==> src/rtl/clock_595_param.sv <==
// BCD real-time clock with 12/24h display and a 74HC595 digit scanner.
// Define ALARM_EN to build in the hh:mm alarm.
module clock_595_param #(
  parameter int CLK_FREQ = 12_000_000,
  parameter int SCLK_DIV = 4,
  parameter int NDIG     = 6
) (
  input  logic       clk_in,
  input  logic       rst_n_in,
  input  logic       hour12_in,
  input  logic       set_en_in,
  input  logic [7:0] set_hour_in,
  input  logic [7:0] set_min_in,
  input  logic [7:0] set_sec_in,
  output logic       set_err_out,
  input  logic [7:0] alarm_hour_in,
  input  logic [7:0] alarm_min_in,
  output logic       alarm_out,
  output logic       pm_out,
  output logic [3:0] sec_ge,
  output logic [3:0] sec_shi,
  output logic [3:0] min_ge,
  output logic [3:0] min_shi,
  output logic [3:0] hour_ge,
  output logic [3:0] hour_shi,
  output logic       rclk_out,
  output logic       sclk_out,
  output logic       sdio_out
);

  localparam int PW = $clog2(CLK_FREQ);
  localparam int DW = $clog2(SCLK_DIV) + 1;
  localparam logic [PW-1:0] PRE_LAST = PW'(CLK_FREQ - 1);
  localparam logic [DW-1:0] DIV_LAST = DW'(SCLK_DIV - 1);
  localparam logic [2:0]    IDX_LAST = 3'(NDIG - 1);

  typedef enum logic [1:0] {
    S_IDLE,
    S_SHIFT,
    S_LATCH
  } state_t;

  logic [PW-1:0] pre;
  logic          tick;
  logic [3:0]    h_t, h_o, m_t, m_o, s_t, s_o;
  logic [3:0]    n_ht, n_ho, n_mt, n_mo, n_st, n_so;
  logic          set_ok, set_err_q;
  logic [4:0]    hbin, dh;

  assign tick = (pre == PRE_LAST);

  assign set_ok = set_hour_in[7:4] <= 4'd2
               && set_hour_in[3:0] <= 4'd9
               && !(set_hour_in[7:4] == 4'd2
                    && set_hour_in[3:0] > 4'd3)
               && set_min_in[7:4] <= 4'd5
               && set_min_in[3:0] <= 4'd9
               && set_sec_in[7:4] <= 4'd5
               && set_sec_in[3:0] <= 4'd9;

  // full carry chain resolves in the tick cycle
  always_comb begin
    n_so = s_o + 4'd1;
    n_st = s_t;
    n_mo = m_o;
    n_mt = m_t;
    n_ho = h_o;
    n_ht = h_t;
    if (s_o == 4'd9) begin
      n_so = 4'd0;
      n_st = s_t + 4'd1;
      if (s_t == 4'd5) begin
        n_st = 4'd0;
        n_mo = m_o + 4'd1;
        if (m_o == 4'd9) begin
          n_mo = 4'd0;
          n_mt = m_t + 4'd1;
          if (m_t == 4'd5) begin
            n_mt = 4'd0;
            n_ho = h_o + 4'd1;
            if (h_t == 4'd2 && h_o == 4'd3) begin
              n_ht = 4'd0;
              n_ho = 4'd0;
            end else if (h_o == 4'd9) begin
              n_ho = 4'd0;
              n_ht = h_t + 4'd1;
            end
          end
        end
      end
    end
  end

  always_ff @(posedge clk_in or negedge rst_n_in) begin
    if (!rst_n_in) begin
      pre       <= '0;
      {h_t, h_o, m_t, m_o, s_t, s_o} <= '0;
      set_err_q <= 1'b0;
    end else begin
      set_err_q <= set_en_in && !set_ok;
      if (set_en_in && set_ok) begin
        pre <= '0;
        {h_t, h_o} <= set_hour_in;
        {m_t, m_o} <= set_min_in;
        {s_t, s_o} <= set_sec_in;
      end else if (tick) begin
        pre <= '0;
        {h_t, h_o, m_t, m_o, s_t, s_o} <=
          {n_ht, n_ho, n_mt, n_mo, n_st, n_so};
      end else begin
        pre <= pre + PW'(1);
      end
    end
  end

  assign set_err_out = set_err_q;
  assign sec_ge  = s_o;
  assign sec_shi = s_t;
  assign min_ge  = m_o;
  assign min_shi = m_t;

  assign hbin   = 5'(h_t) * 5'd10 + 5'(h_o);
  assign pm_out = hbin >= 5'd12;

  always_comb begin
    dh = hbin;
    if (hbin == 5'd0) dh = 5'd12;
    else if (hbin > 5'd12) dh = hbin - 5'd12;
    hour_shi = h_t;
    hour_ge  = h_o;
    if (hour12_in) begin
      hour_shi = (dh >= 5'd10) ? 4'd1 : 4'd0;
      hour_ge  = (dh >= 5'd10) ? 4'(dh - 5'd10) : dh[3:0];
    end
  end

`ifdef ALARM_EN
  logic       alarm_q;
  logic [5:0] alarm_cnt;
  logic       alarm_hit;

  // post-increment time, so the match lands on the tick that reaches hh:mm:00
  assign alarm_hit = {n_ht, n_ho} == alarm_hour_in
                  && {n_mt, n_mo} == alarm_min_in
                  && {n_st, n_so} == 8'h00;

  always_ff @(posedge clk_in or negedge rst_n_in) begin
    if (!rst_n_in) begin
      alarm_q   <= 1'b0;
      alarm_cnt <= '0;
    end else if (set_en_in && set_ok) begin
      alarm_q   <= 1'b0;
      alarm_cnt <= '0;
    end else if (tick) begin
      if (alarm_hit) begin
        alarm_q   <= 1'b1;
        alarm_cnt <= '0;
      end else if (alarm_q) begin
        if (alarm_cnt == 6'd59) alarm_q <= 1'b0;
        alarm_cnt <= alarm_cnt + 6'd1;
      end
    end
  end

  assign alarm_out = alarm_q;
`else
  logic unused_alarm;
  assign unused_alarm = ^{alarm_hour_in, alarm_min_in};
  assign alarm_out    = 1'b0;
`endif

  function automatic logic [7:0] seg7(input logic [3:0] d);
    case (d)
      4'd0:    seg7 = 8'hC0;
      4'd1:    seg7 = 8'hF9;
      4'd2:    seg7 = 8'hA4;
      4'd3:    seg7 = 8'hB0;
      4'd4:    seg7 = 8'h99;
      4'd5:    seg7 = 8'h92;
      4'd6:    seg7 = 8'h82;
      4'd7:    seg7 = 8'hF8;
      4'd8:    seg7 = 8'h80;
      4'd9:    seg7 = 8'h90;
      default: seg7 = 8'hFF;
    endcase
  endfunction

  state_t      st, st_n;
  logic [DW-1:0] div, div_n;
  logic [3:0]  bitn, bit_n;
  logic        hi, hi_n;
  logic [15:0] word, word_n, frame_w;
  logic [2:0]  idx, idx_n;
  logic        sclk_q, sclk_n, rclk_q, rclk_n;
  logic        sdio_q, sdio_n;
  logic [3:0]  digs [0:7];

  assign digs[0] = sec_ge;
  assign digs[1] = sec_shi;
  assign digs[2] = min_ge;
  assign digs[3] = min_shi;
  assign digs[4] = hour_ge;
  assign digs[5] = hour_shi;
  assign digs[6] = 4'hF;
  assign digs[7] = 4'hF;

  assign frame_w = {seg7(digs[idx]), ~(8'd1 << idx)};

  always_comb begin
    st_n   = st;
    div_n  = div;
    bit_n  = bitn;
    hi_n   = hi;
    word_n = word;
    idx_n  = idx;
    sclk_n = sclk_q;
    rclk_n = rclk_q;
    sdio_n = sdio_q;
    unique case (st)
      S_IDLE: begin
        word_n = frame_w;
        sdio_n = frame_w[15];
        sclk_n = 1'b0;
        rclk_n = 1'b0;
        div_n  = '0;
        bit_n  = '0;
        hi_n   = 1'b0;
        st_n   = S_SHIFT;
      end
      S_SHIFT: begin
        div_n = div + DW'(1);
        if (div == DIV_LAST) begin
          div_n  = '0;
          hi_n   = !hi;
          sclk_n = !hi;
          if (hi) begin
            if (bitn == 4'd15) begin
              st_n   = S_LATCH;
              rclk_n = 1'b1;
              sdio_n = 1'b0;
            end else begin
              bit_n  = bitn + 4'd1;
              word_n = {word[14:0], 1'b0};
              sdio_n = word[14];
            end
          end
        end
      end
      S_LATCH: begin
        div_n = div + DW'(1);
        if (div == DIV_LAST) begin
          div_n  = '0;
          rclk_n = 1'b0;
          st_n   = S_IDLE;
          idx_n  = (idx == IDX_LAST) ? 3'd0 : idx + 3'd1;
        end
      end
      default: st_n = S_IDLE;
    endcase
  end

  always_ff @(posedge clk_in or negedge rst_n_in) begin
    if (!rst_n_in) begin
      st     <= S_IDLE;
      div    <= '0;
      bitn   <= '0;
      hi     <= 1'b0;
      word   <= '0;
      idx    <= '0;
      sclk_q <= 1'b0;
      rclk_q <= 1'b0;
      sdio_q <= 1'b0;
    end else begin
      st     <= st_n;
      div    <= div_n;
      bitn   <= bit_n;
      hi     <= hi_n;
      word   <= word_n;
      idx    <= idx_n;
      sclk_q <= sclk_n;
      rclk_q <= rclk_n;
      sdio_q <= sdio_n;
    end
  end

  assign sclk_out = sclk_q;
  assign rclk_out = rclk_q;
  assign sdio_out = sdio_q;

endmodule
==> config.mk <==
export PLATFORM = sky130hd
export DESIGN_NAME = clock_595_param
export DESIGN_NICKNAME = d
export VERILOG_FILES = /design/src/rtl/clock_595_param.sv
export SDC_FILE = /design/constraint.sdc
export NUM_CORES = 1
export LEC_CHECK = 0
export CELL_PAD_IN_SITES_DETAIL_PLACEMENT = 1
export CELL_PAD_IN_SITES_GLOBAL_PLACEMENT = 1
export CORE_MARGIN = 4
export CORE_UTILIZATION = 45
export CTS_CLUSTER_DIAMETER = 120
export DETAILED_ROUTE_END_ITERATION = 12
export GPL_TIMING_DRIVEN = 0
export PLACE_DENSITY = 0.83
export SLEW_MARGIN = 20
export SYNTH_ARGS = -nofsm -noshare
export SYNTH_HDL_FRONTEND = slang
export SYNTH_SLANG_ARGS = --single-unit
==> constraint.sdc <==
create_clock -name clk_in -period 12.48 [get_ports clk_in]
set_input_delay 2.496 -clock clk_in [delete_from_list [all_inputs] [get_ports clk_in]]
set_output_delay 2.496 -clock clk_in [all_outputs]
set_load 0.1 [all_outputs]
==> impl_metrics.json <==
{
  "outcome": "finished, final reports clean",
  "die_x_um": 116,
  "reg2reg_depth": 19,
  "synth-edff-count": 0,
  "min_period_ps": 7940,
  "cp.arrival_ps": 5440,
  "dr.pass1.iters": 4,
  "worstSetupPathType": "reg2out",
  "end_kind": "output port",
  "worstPathRequired_ps": 9980,
  "ys_seq_elements": 79,
  "period_share": 0.636,
  "powerDensity_mw_per_mm2": 131,
  "seq_area_frac_synth": 0.380,
  "fin_skew_ps": 8.00,
  "grt_pass1_vias": 5128,
  "clk_pin_slew_ps": 60,
  "holdPathEnd": "word[1]$_DFFE_PN0P_",
  "dr_total_vias": 4735,
  "cts_tree": "yes",
  "finalNetCount": 726,
  "ir_drop_mv": 0.118,
  "layout-drive-gt1-share": 0.0708,
  "row_count": 39,
  "worst_pin_slew_ps": 1000,
  "yosysMostFrequentCell": "dfrtp_1",
  "yosysWarnings": 0,
  "grt_setup_unrepaired": "false",
  "die_area_mm2": 0.0134,
  "clock-sinks": 79,
  "drtAntennaViolNets": 0,
  "post-cts-setup-buffer-count": 0,
  "ioPinCount": 74,
  "reg2reg_to": "word[9]$_DFFE_PN0P_",
  "drv_slew": 0,
  "gp_congestion": 0.823,
  "grt_first_pass_wirelength_mm": 25.7,
  "core_mm2": 0.0114,
  "cts_buffers": 9,
  "rrSetupSlack_ps": 7480,
  "synth_ff_type": "dfrtp_1",
  "fmaxAchievable_ghz": 0.126,
  "diodes": 0,
  "setup_viol": 0,
  "synth_cells": 591,
  "critPathMaxFanout": 8,
  "avgRoutedWirePerCell_um": 18.7,
  "async_flop_share": 1.00,
  "hold_viol": 0,
  "routed_wl_mm": 15.1,
  "grt-ovfl-total": 0,
  "whs_path_depth": 2,
  "syn-cell-area_mm2": 0.00521,
  "drt_iter0_drc": 251,
  "cp-start-kind": "flop",
  "synth_top_area_share": 0.380,
  "clk_latency_ps": 340,
  "rr_startpoint": "h_t[0]$_DFFE_PN0P_",
  "synthToLayoutAreaGrowth_pct": 20.2,
  "hp-class": "reg2reg",
  "antenna_found_initial": 0,
  "synth.avg_cell_area_um2": 8.81,
  "p_leak_nw": 2.71,
  "yosysTopAreaCell": "dfrtp_1",
  "drc": 0,
  "slew_headroom": 0.328,
  "hold_buffers": 0,
  "fill_cells": 1357,
  "h-tree-depth": 3,
  "grt_start_max_net_pins": 56,
  "io_buffers": 56,
  "synth.distinct_cells": 69,
  "yosys-top-cells-area": "dfrtp_1, ha_1, nand2_1",
  "hold_start": "word[1]$_DFFE_PN0P_",
  "p_total_w": 0.000823,
  "syn_nets": 658,
  "cts_buffer_depth": 2,
  "cts_resized": 0,
  "start_util": 0.458,
  "viasPerCell": 5.87,
  "die_y_um": 116,
  "root_buffer": "clkbuf_16",
  "synth_common_cells": "dfrtp_1, nand2_1, nor2_1, o21ai_0, a21oi_1",
  "dpl.hpwl_mm": 11.3,
  "max_cap_viol_count": 0,
  "fin_setup_tns_ps": 0,
  "track_usage": 0.240
}
[registers in the layout (all words and copies together), names as in the netlist]
register / cells
pre: 24
word: 15
bitn: 4
h_o: 4
h_t: 4
min_ge: 4
min_shi: 4
sec_ge: 4
sec_shi: 4
div: 3
idx: 3
st: 2
rclk_out: 1
sclk_out: 1
sdio_out: 1
set_err_out: 1
[power breakdown]
part / internal (W) / switching, W
registers: 0.000278 / 0.0000324
clock network: 0.000146 / 0.000109
logic: 0.0000829 / 0.000174
[worst max-delay path, cell delays in order, from the launching register on]
cell             delay [ps]
dfrtp_1                 490
ha_1                    290
fa_1                    420
xor2_2                  290
ha_1                    250
or3b_2                  530
a21oi_1                 170
a211oi_1                 60
a31oi_1                 340
inv_1                    80
ha_1                    230
inv_1                   100
a311oi_4                150
a211oi_2                360
a311o_1                 200
clkdlybuf4s50_1        1140
[logic make-up after synthesis]
kind of cell	Yosys count	synth area share
fa+ha+maj	23	0.0567
xor+xnor	35	0.0663
simple gates	258	0.250
other cells	1	0.000720
flops	79	0.380
compound gates	134	0.176
buf+inv	48	0.0356
mux	13	0.0348
[metrics by stage]
stage | hold slack, ps | utilization | cells | instance area [µm²] | setup WS, ps
global placement | 452 | 0.523 | 790 | 5950 | 4880
global route | 516 | 0.550 | 807 | 6260 | 4250
finish | 476 | 0.550 | 807 | 6260 | 4540
detailed placement | 467 | 0.525 | 791 | 5970 | 4870
CTS | 479 | 0.550 | 807 | 6260 | 4530
floorplan | 439 | - | 591 | 5210 | 3520
[cells in the final DEF, fill, tap and decap left out, types with 4 or more instances in the layout]
master           count
o21a_1               4
clkbuf_1            21
nand2b_1            10
a221oi_1             5
and3_1              19
nand2_1             67
xnor2_1             12
nand4_1              8
ha_1                22
nor4b_1              5
nor2_1              63
nand3_1             27
inv_1               25
dfrtp_1             79
and2_1               7
o211ai_1             4
or3_1                5
clkdlybuf4s50_1     55
a21o_1               7
nor4_1               5
nor3_1              11
mux4_2               4
clkbuf_16            9
a21oi_1             29
xor2_1              20
o21ai_0             39
nor2b_1             12
mux2i_1              8
a31oi_1              9
o31ai_1              4
[cell type report]
class                      instances  area, µm²  share of cell area
sequential                        79       1980               0.316
buffer                            22       87.6              0.0140
clock buffer                      12        256              0.0410
timing repair buffer              57        586              0.0936
inverter                          26       97.6              0.0156
clock inverter                     4       30.0             0.00480
tap                              143        179              0.0286
multi-input combinational        464       3040               0.487
[how the worst max path moves through the flow]
stage	from	end	slack, ps	cells past startpoint
2_1_floorplan	h_t[0]$_DFFE_PN0P_	hour_ge[1]	3520	13
3_3_place_gp	hour12_in	hour_ge[1]	4880	6
6_report	h_t[0]$_DFFE_PN0P_	hour_ge[2]	4540	15
4_1_cts	h_t[0]$_DFFE_PN0P_	hour_ge[1]	4530	14
3_5_place_dp	hour12_in	hour_ge[1]	4870	6
5_1_grt	h_t[0]$_DFFE_PN0P_	hour_ge[1]	4250	14
[routing by layer]
layer  GRT usage  wire length [µm]  share of wire
met5           0                 0              0
met4      0.0595               164          0.011
met3      0.0491               468          0.031
met2       0.403              7620           0.50
met1       0.319              6830           0.45
(Power assumes the default switching activity.)
